===== config.mk =====
export PLATFORM = sky130hd
export DESIGN_NAME = dflow_replay_sched
export DESIGN_NICKNAME = d
export VERILOG_FILES = /design/src/rtl/dflow_replay_sched.sv
export SDC_FILE = /design/constraint.sdc
export NUM_CORES = 1
export LEC_CHECK = 0
export CAP_MARGIN = 10
export CORE_MARGIN = 2
export CORE_UTILIZATION = 35
export CTS_CLUSTER_SIZE = 40
export DETAILED_ROUTE_END_ITERATION = 16
export DONT_BUFFER_PORTS = 1
export SLEW_MARGIN = 20
export SYNTH_ARGS = -nofsm -noshare
export SYNTH_HDL_FRONTEND = slang
export SYNTH_SLANG_ARGS = --single-unit

===== constraint.sdc =====
create_clock -name clk -period 9.62 [get_ports clk]
set_clock_uncertainty 0.15 [all_clocks]
set_input_delay 2.405 -clock clk [delete_from_list [all_inputs] [get_ports clk]]
set_output_delay 2.405 -clock clk [all_outputs]
set_load 0.01 [all_outputs]

===== src/rtl/dflow_replay_sched.sv =====
// Replay sequencer for the dflow packet generator: runs the store phase, then
// replays the stored memory window as read commands for a configured number of loops.
module dflow_replay_sched #(
  parameter int MEM_ADDR_WIDTH = 19,
  parameter int LOOP_WIDTH     = 16,
  parameter int GAP_WIDTH      = 8
) (
  input  logic                      clk,
  input  logic                      rst,
  input  logic                      sw_rst,
  input  logic                      cal_done,
  input  logic                      cfg_start,
  input  logic                      cfg_stop,
  input  logic [LOOP_WIDTH-1:0]     cfg_loop_count,
  input  logic [GAP_WIDTH-1:0]      cfg_gap,
  input  logic [MEM_ADDR_WIDTH-1:0] dflow_addr_low,
  input  logic [MEM_ADDR_WIDTH-1:0] dflow_addr_high,
  input  logic                      store_done,
  input  logic [MEM_ADDR_WIDTH-1:0] dflow_mem_high,
  output logic                      start_store,
  output logic                      app_rd_cmd,
  output logic [MEM_ADDR_WIDTH-1:0] app_rd_addr,
  input  logic                      app_rd_ready,
  output logic                      busy,
  output logic                      done,
  output logic                      cfg_err,
  output logic [LOOP_WIDTH-1:0]     loops_done
);

  typedef enum logic [2:0] {
    S_IDLE,
    S_WAIT_CAL,
    S_STORE,
    S_REPLAY,
    S_GAP,
    S_DONE
  } state_t;

  state_t                    state_q, state_d;
  logic [LOOP_WIDTH-1:0]     loop_cfg_q, loop_cfg_d;
  logic [GAP_WIDTH-1:0]      gap_cfg_q, gap_cfg_d;
  logic [MEM_ADDR_WIDTH-1:0] low_q, low_d;
  logic [MEM_ADDR_WIDTH-1:0] rd_last_q, rd_last_d;
  logic [MEM_ADDR_WIDTH-1:0] addr_q, addr_d;
  logic [GAP_WIDTH-1:0]      gap_cnt_q, gap_cnt_d;
  logic [LOOP_WIDTH-1:0]     loops_q, loops_d;
  logic                      start_store_q, start_store_d;
  logic                      rd_cmd_q, rd_cmd_d;
  logic                      busy_q, busy_d;
  logic                      done_q, done_d;
  logic                      err_q, err_d;

  logic                      xfer;
  logic                      at_last;
  logic                      win_small;
  logic [LOOP_WIDTH-1:0]     loops_inc;
  logic                      loop_limit_hit;

  assign xfer           = rd_cmd_q & app_rd_ready;
  // Treat any address at or past rd_last as the loop end so a wrapped window cannot run away.
  assign at_last        = (addr_q >= rd_last_q);
  assign win_small      = ({1'b0, dflow_addr_high} <=
                           ({1'b0, dflow_addr_low} + (MEM_ADDR_WIDTH+1)'(1)));
  assign loops_inc      = loops_q + LOOP_WIDTH'(1);
  assign loop_limit_hit = (loop_cfg_q != '0) && (loops_inc == loop_cfg_q);

  always_comb begin
    state_d       = state_q;
    loop_cfg_d    = loop_cfg_q;
    gap_cfg_d     = gap_cfg_q;
    low_d         = low_q;
    rd_last_d     = rd_last_q;
    addr_d        = addr_q;
    gap_cnt_d     = gap_cnt_q;
    loops_d       = loops_q;
    err_d         = err_q;
    start_store_d = 1'b0;
    rd_cmd_d      = 1'b0;

    case (state_q)
      S_IDLE, S_DONE: begin
        if (cfg_start) begin
          loop_cfg_d = cfg_loop_count;
          gap_cfg_d  = cfg_gap;
          low_d      = dflow_addr_low;
          loops_d    = '0;
          err_d      = 1'b0;
          addr_d     = '0;
          if (win_small) begin
            err_d   = 1'b1;
            state_d = S_DONE;
          end else if (cal_done) begin
            state_d       = S_STORE;
            start_store_d = 1'b1;
          end else begin
            state_d = S_WAIT_CAL;
          end
        end
      end

      S_WAIT_CAL: begin
        if (cal_done) begin
          state_d       = S_STORE;
          start_store_d = 1'b1;
        end
      end

      S_STORE: begin
        if (cfg_stop) begin
          state_d = S_DONE;
          addr_d  = '0;
        end else if (store_done) begin
          rd_last_d = dflow_mem_high - MEM_ADDR_WIDTH'(1);
          addr_d    = low_q;
          state_d   = S_REPLAY;
          rd_cmd_d  = cal_done;
        end else begin
          start_store_d = 1'b1;
        end
      end

      S_REPLAY: begin
        // A transfer coinciding with stop still counts toward the loop total.
        if (xfer && at_last) begin
          loops_d = loops_inc;
        end
        if (cfg_stop) begin
          state_d = S_DONE;
          addr_d  = '0;
        end else if (xfer && at_last) begin
          if (loop_limit_hit) begin
            state_d = S_DONE;
            addr_d  = '0;
          end else if (gap_cfg_q != '0) begin
            state_d   = S_GAP;
            gap_cnt_d = gap_cfg_q;
          end else begin
            addr_d   = low_q;
            rd_cmd_d = cal_done;
          end
        end else begin
          if (xfer) begin
            addr_d = addr_q + MEM_ADDR_WIDTH'(1);
          end
          rd_cmd_d = cal_done;
        end
      end

      S_GAP: begin
        if (cfg_stop) begin
          state_d = S_DONE;
          addr_d  = '0;
        end else if (gap_cnt_q <= GAP_WIDTH'(1)) begin
          state_d  = S_REPLAY;
          addr_d   = low_q;
          rd_cmd_d = cal_done;
        end else begin
          gap_cnt_d = gap_cnt_q - GAP_WIDTH'(1);
        end
      end

      default: begin
        state_d = S_IDLE;
        addr_d  = '0;
      end
    endcase

    busy_d = (state_d != S_IDLE) && (state_d != S_DONE);
    done_d = (state_d == S_DONE);
  end

  always_ff @(posedge clk) begin
    if (rst || sw_rst) begin
      state_q       <= S_IDLE;
      loop_cfg_q    <= '0;
      gap_cfg_q     <= '0;
      low_q         <= '0;
      rd_last_q     <= '0;
      addr_q        <= '0;
      gap_cnt_q     <= '0;
      loops_q       <= '0;
      start_store_q <= 1'b0;
      rd_cmd_q      <= 1'b0;
      busy_q        <= 1'b0;
      done_q        <= 1'b0;
      err_q         <= 1'b0;
    end else begin
      state_q       <= state_d;
      loop_cfg_q    <= loop_cfg_d;
      gap_cfg_q     <= gap_cfg_d;
      low_q         <= low_d;
      rd_last_q     <= rd_last_d;
      addr_q        <= addr_d;
      gap_cnt_q     <= gap_cnt_d;
      loops_q       <= loops_d;
      start_store_q <= start_store_d;
      rd_cmd_q      <= rd_cmd_d;
      busy_q        <= busy_d;
      done_q        <= done_d;
      err_q         <= err_d;
    end
  end

  assign start_store = start_store_q;
  assign app_rd_cmd  = rd_cmd_q;
  assign app_rd_addr = addr_q;
  assign busy        = busy_q;
  assign done        = done_q;
  assign cfg_err     = err_q;
  assign loops_done  = loops_q;

endmodule


==> metrics.txt <==
CP endpoint=busy; crit-path max FO=6; Detail Route Antenna Nets=0; Hold Fails Final Rpt=0; Hold Path Class=register to register; drt first pass iters=6; global-route wire length before repair=33.7 mm; Critical Path, Cell by Cell=ha_1 -> nand3_1 -> nor3_1 -> nand2_1 -> nor2_1 -> xnor2_1 -> ha_1 -> and4_1 -> nand3_1 -> or4_1 -> o311ai_0 -> a31oi_1 -> and2_1 -> maj3_1 -> a221oi_1 -> a31oi_1; clk sinks=113; antenna violations before repair=0; filler instances=between 2000 and 2500; Peak supply drop=105 uV; status=finished clean; Worst Setup SP=dflow_addr_low[0]; Synth Area in Simple Gates=27.3%; Post-Synth Adder-Cell Area=7.66%; drt via density=~5.6; number of synthesized flops with an enable pin=0; Mean Syn Cell Area=7.46 um2; post-synthesis compound-gate area fraction=21.9%; worst r2r src=loops_done[0]; storage element area=2260 um2; number of port buffers=0; nets@finish=1100; leakage power=about 2.7 nW; Yosys warning count=0; Crit Path Class=input port to register; initial DRC count=roughly 430; crit-path leading delay family=simple AND/OR/NAND/NOR gates; largest family of logic cells by synthesized area=simple AND/OR/NAND/NOR gates; worst path bufs/invs=0; Via Count=6980; Slew @ Worst Pin=1.16 ns; sequential share of the synthesized area=30.4%; power per cell area=151 nW/um2; fin cells=1255; total power=0.00123 W; Tot GR Track Use=19.0%; Post-Place Cells=1223; Core Box Area=21000 um2; die area=22500 um2; Max Freq=170 MHz; clock buffer depth=2; Reg2Reg Setup Slack=5.78 ns; share of cells above drive strength 1=6.22%; Clock Tree Root=clkbuf_16; post-DP HPWL=about 15 mm; period utilisation layout=61.2%; # IOs=129; CTS tree=yes; max-cap violations=0; PostCTS Resize Cnt=0; setup bufs post-CTS=0; GPL Wtd Cong=0.829; CTS Buf Count=17; Cell Area, Placed=7600 um2; Worst slew margin=between 20% and 30%; Post-CTS Hold Buffers=0; multi-input logic area=4790 um2; Worst Path Arrival=5.99 ns; GRT overflow=0; leading register cell type out of synthesis=dfxtp_1; Post-synth ARST share=0%; width of the die=150 um; Starting Density=35.6%; Worst Setup End Kind=register; CP Launch Type=input port; Layout area overhead=9.34%; synth unique cells=70; vias in the first global route=6430; Netlist Area Pre-Place=7450 um2; Max stage delay cell, worst path=or4_1; xor/xnor cell area share of the yosys netlist=7.17%; final setup fails=0; Syn Nets=1132; RSZ-0062 raised after global routing=false; DRC Markers=0; Cell Rows=53; clock slew at reported path FFs=0.06 ns; Tmin final=5.89 ns; max-slew violations=0; Yosys reg bits=between 100 and 150; Data required, critical path=roughly 9.7 ns; CP Depth=16; n_diodes=0; clk_lat worst skew=0.43 ns; largest net degree at the start of global routing=97; Min Hold Slack=0.303 ns; Worst path max stage delay=0.52 ns; total wire length=21.4 mm; H-tree depth=4; mux contribution to synthesized area=0.285%; Mapped Cells=999; Final Cell Area=approximately 8100 um2; Die Y-Extent=between 100 and 150 um; detailed-route wire length per cell=approximately 17 um; setup TNS=0 ns; r2r endpoint=app_rd_addr[3]; FF-to-FF path depth=10
-- placed cells by master, fill, tap and decap left out, types with 6 or more instances in the layout --
cell type,synthesis,final
nor4_1,13,13
and3_1,8,8
or3_1,13,13
nand3b_1,13,13
nand4_1,17,17
a22oi_1,6,6
a31oi_1,8,8
xnor2_1,31,31
dfxtp_1,113,113
a211oi_1,31,31
xor2_1,30,30
inv_6,0,6
and2_1,8,8
o22ai_1,8,8
a21oi_1,114,114
nand3_1,32,32
ha_1,44,44
nor2_1,103,102
o21ai_0,50,50
inv_1,39,39
nand2_1,132,132
nor2b_1,13,13
o31ai_1,14,14
buf_4,3,6
nor3_1,25,25
clkbuf_16,0,17
-- worst register-to-register path, stage by stage (launching register included) --
cell and delay (ns):
dfxtp_1 0.57, ha_1 0.36, and3_1 0.34, nand3_1 0.18
a2111o_1 0.42, nor2_1 0.12, or3_1 0.13, o2111ai_2 0.26
a21oi_1 0.90, a21oi_1 0.17, a21oi_1 0.17
-- through the flow --
| stage | utilization (%) | setup slack (ns) |
|---|---|---|
| finish | 38.9 | 3.73 |
| global route | 38.9 | 3.33 |
| CTS | 38.9 | 3.71 |
| detailed placement | 36.2 | 3.26 |
| global placement | 36.2 | 3.31 |
| floorplan | - | 3.77 |
-- layout make-up --
type                    count  share of cell area, %
clock buffers              17                   5.22
flip-flops and latches    113                   27.8
repair buffers              6                  0.553
clock inverters            15                   1.55
inverters                  40                   1.84
multi-input cells         789                   58.8
well taps                 275                   4.22
-- cell usage after synthesis (2+ instances only) --
cell	instances	area share, %
nand2b_1	5	0.42
nor3b_1	3	0.30
nor2b_1	13	1.1
xnor2_1	31	3.6
inv_1	39	2.0
clkbuf_1	43	2.2
o31a_1	2	0.24
and2_1	8	0.67
buf_2	9	0.60
o22ai_1	8	0.67
o211ai_1	4	0.40
o21ai_0	50	3.4
and4_1	5	0.59
or4_1	4	0.40
a22o_1	2	0.24
dfxtp_1	113	30
a21o_1	5	0.50
o31ai_1	14	1.4
nor4_1	13	1.1
buf_6	2	0.30
nand3_1	32	2.1
o311ai_0	2	0.24
nand4_1	17	1.4
a21oi_1	114	7.7
or3b_2	2	0.24
nand4_2	2	0.34
a211oi_1	31	3.1
ha_1	44	7.4
nand2_1	132	6.6
o21a_1	4	0.40
nor3_1	25	1.7
a31oi_1	8	0.67
and3_1	8	0.67
or2_2	6	0.50
maj3_1	2	0.27
nor2_1	103	5.2
a22oi_1	6	0.60
nand3b_1	13	1.3
buf_4	3	0.30
or3_1	13	1.1
xor2_1	30	3.5
-- power breakdown --
group | total [W] | leakage (nW) | switching [W] | internal, W
registers | 0.000498 | 0.915 | 0.0000181 | 0.000480
logic | 0.000139 | 1.50 | 0.0000882 | 0.0000511
clock network | 0.000592 | 0.264 | 0.000256 | 0.000336
-- state kept, by name, indices dropped and copies added (netlist names) --
| signal | cells |
|---|---|
| state_q | 3 |
| rd_last_q | 19 |
| app_rd_addr | 19 |
| cfg_err | 1 |
| loops_done | 16 |
| loop_cfg_q | 16 |
| app_rd_cmd | 1 |
| low_q | 19 |
| busy | 1 |
| start_store | 1 |
| gap_cnt_q | 8 |
| done | 1 |
| gap_cfg_q | 8 |
-- how the worst min path moves through the flow --
| stage | start | end | slack [ns] | cells past startpoint |
|---|---|---|---|---|
| global placement | low_q[16] | low_q[16] | 0.30 | 2 |
| detailed placement | low_q[14] | low_q[14] | 0.30 | 2 |
| floorplan | low_q[1] | low_q[1] | 0.29 | 2 |
| finish | low_q[14] | low_q[14] | 0.30 | 2 |
| CTS | low_q[14] | low_q[14] | 0.30 | 2 |
| global route | low_q[9] | low_q[9] | 0.32 | 2 |
-- cell families after synthesis --
kind of cell | after synthesis
and+or+nand+nor | 413
muxes | 2
AOI/OAI and AO/OA | 267
DFF | 113
xor gates and xnor gates | 61
adders and majority gates | 46
buffers and inverters | 97
-- routing by layer --
layer	wire (um)	global-route usage [%]	vias up
met5	0	0	-
met4	169	4.76	0
met3	1670	5.91	18
met2	10500	32.8	210
met1	9070	22.9	3244
li1	-	-	3508
No activity file was read; power rests on OpenSTA's default activity.
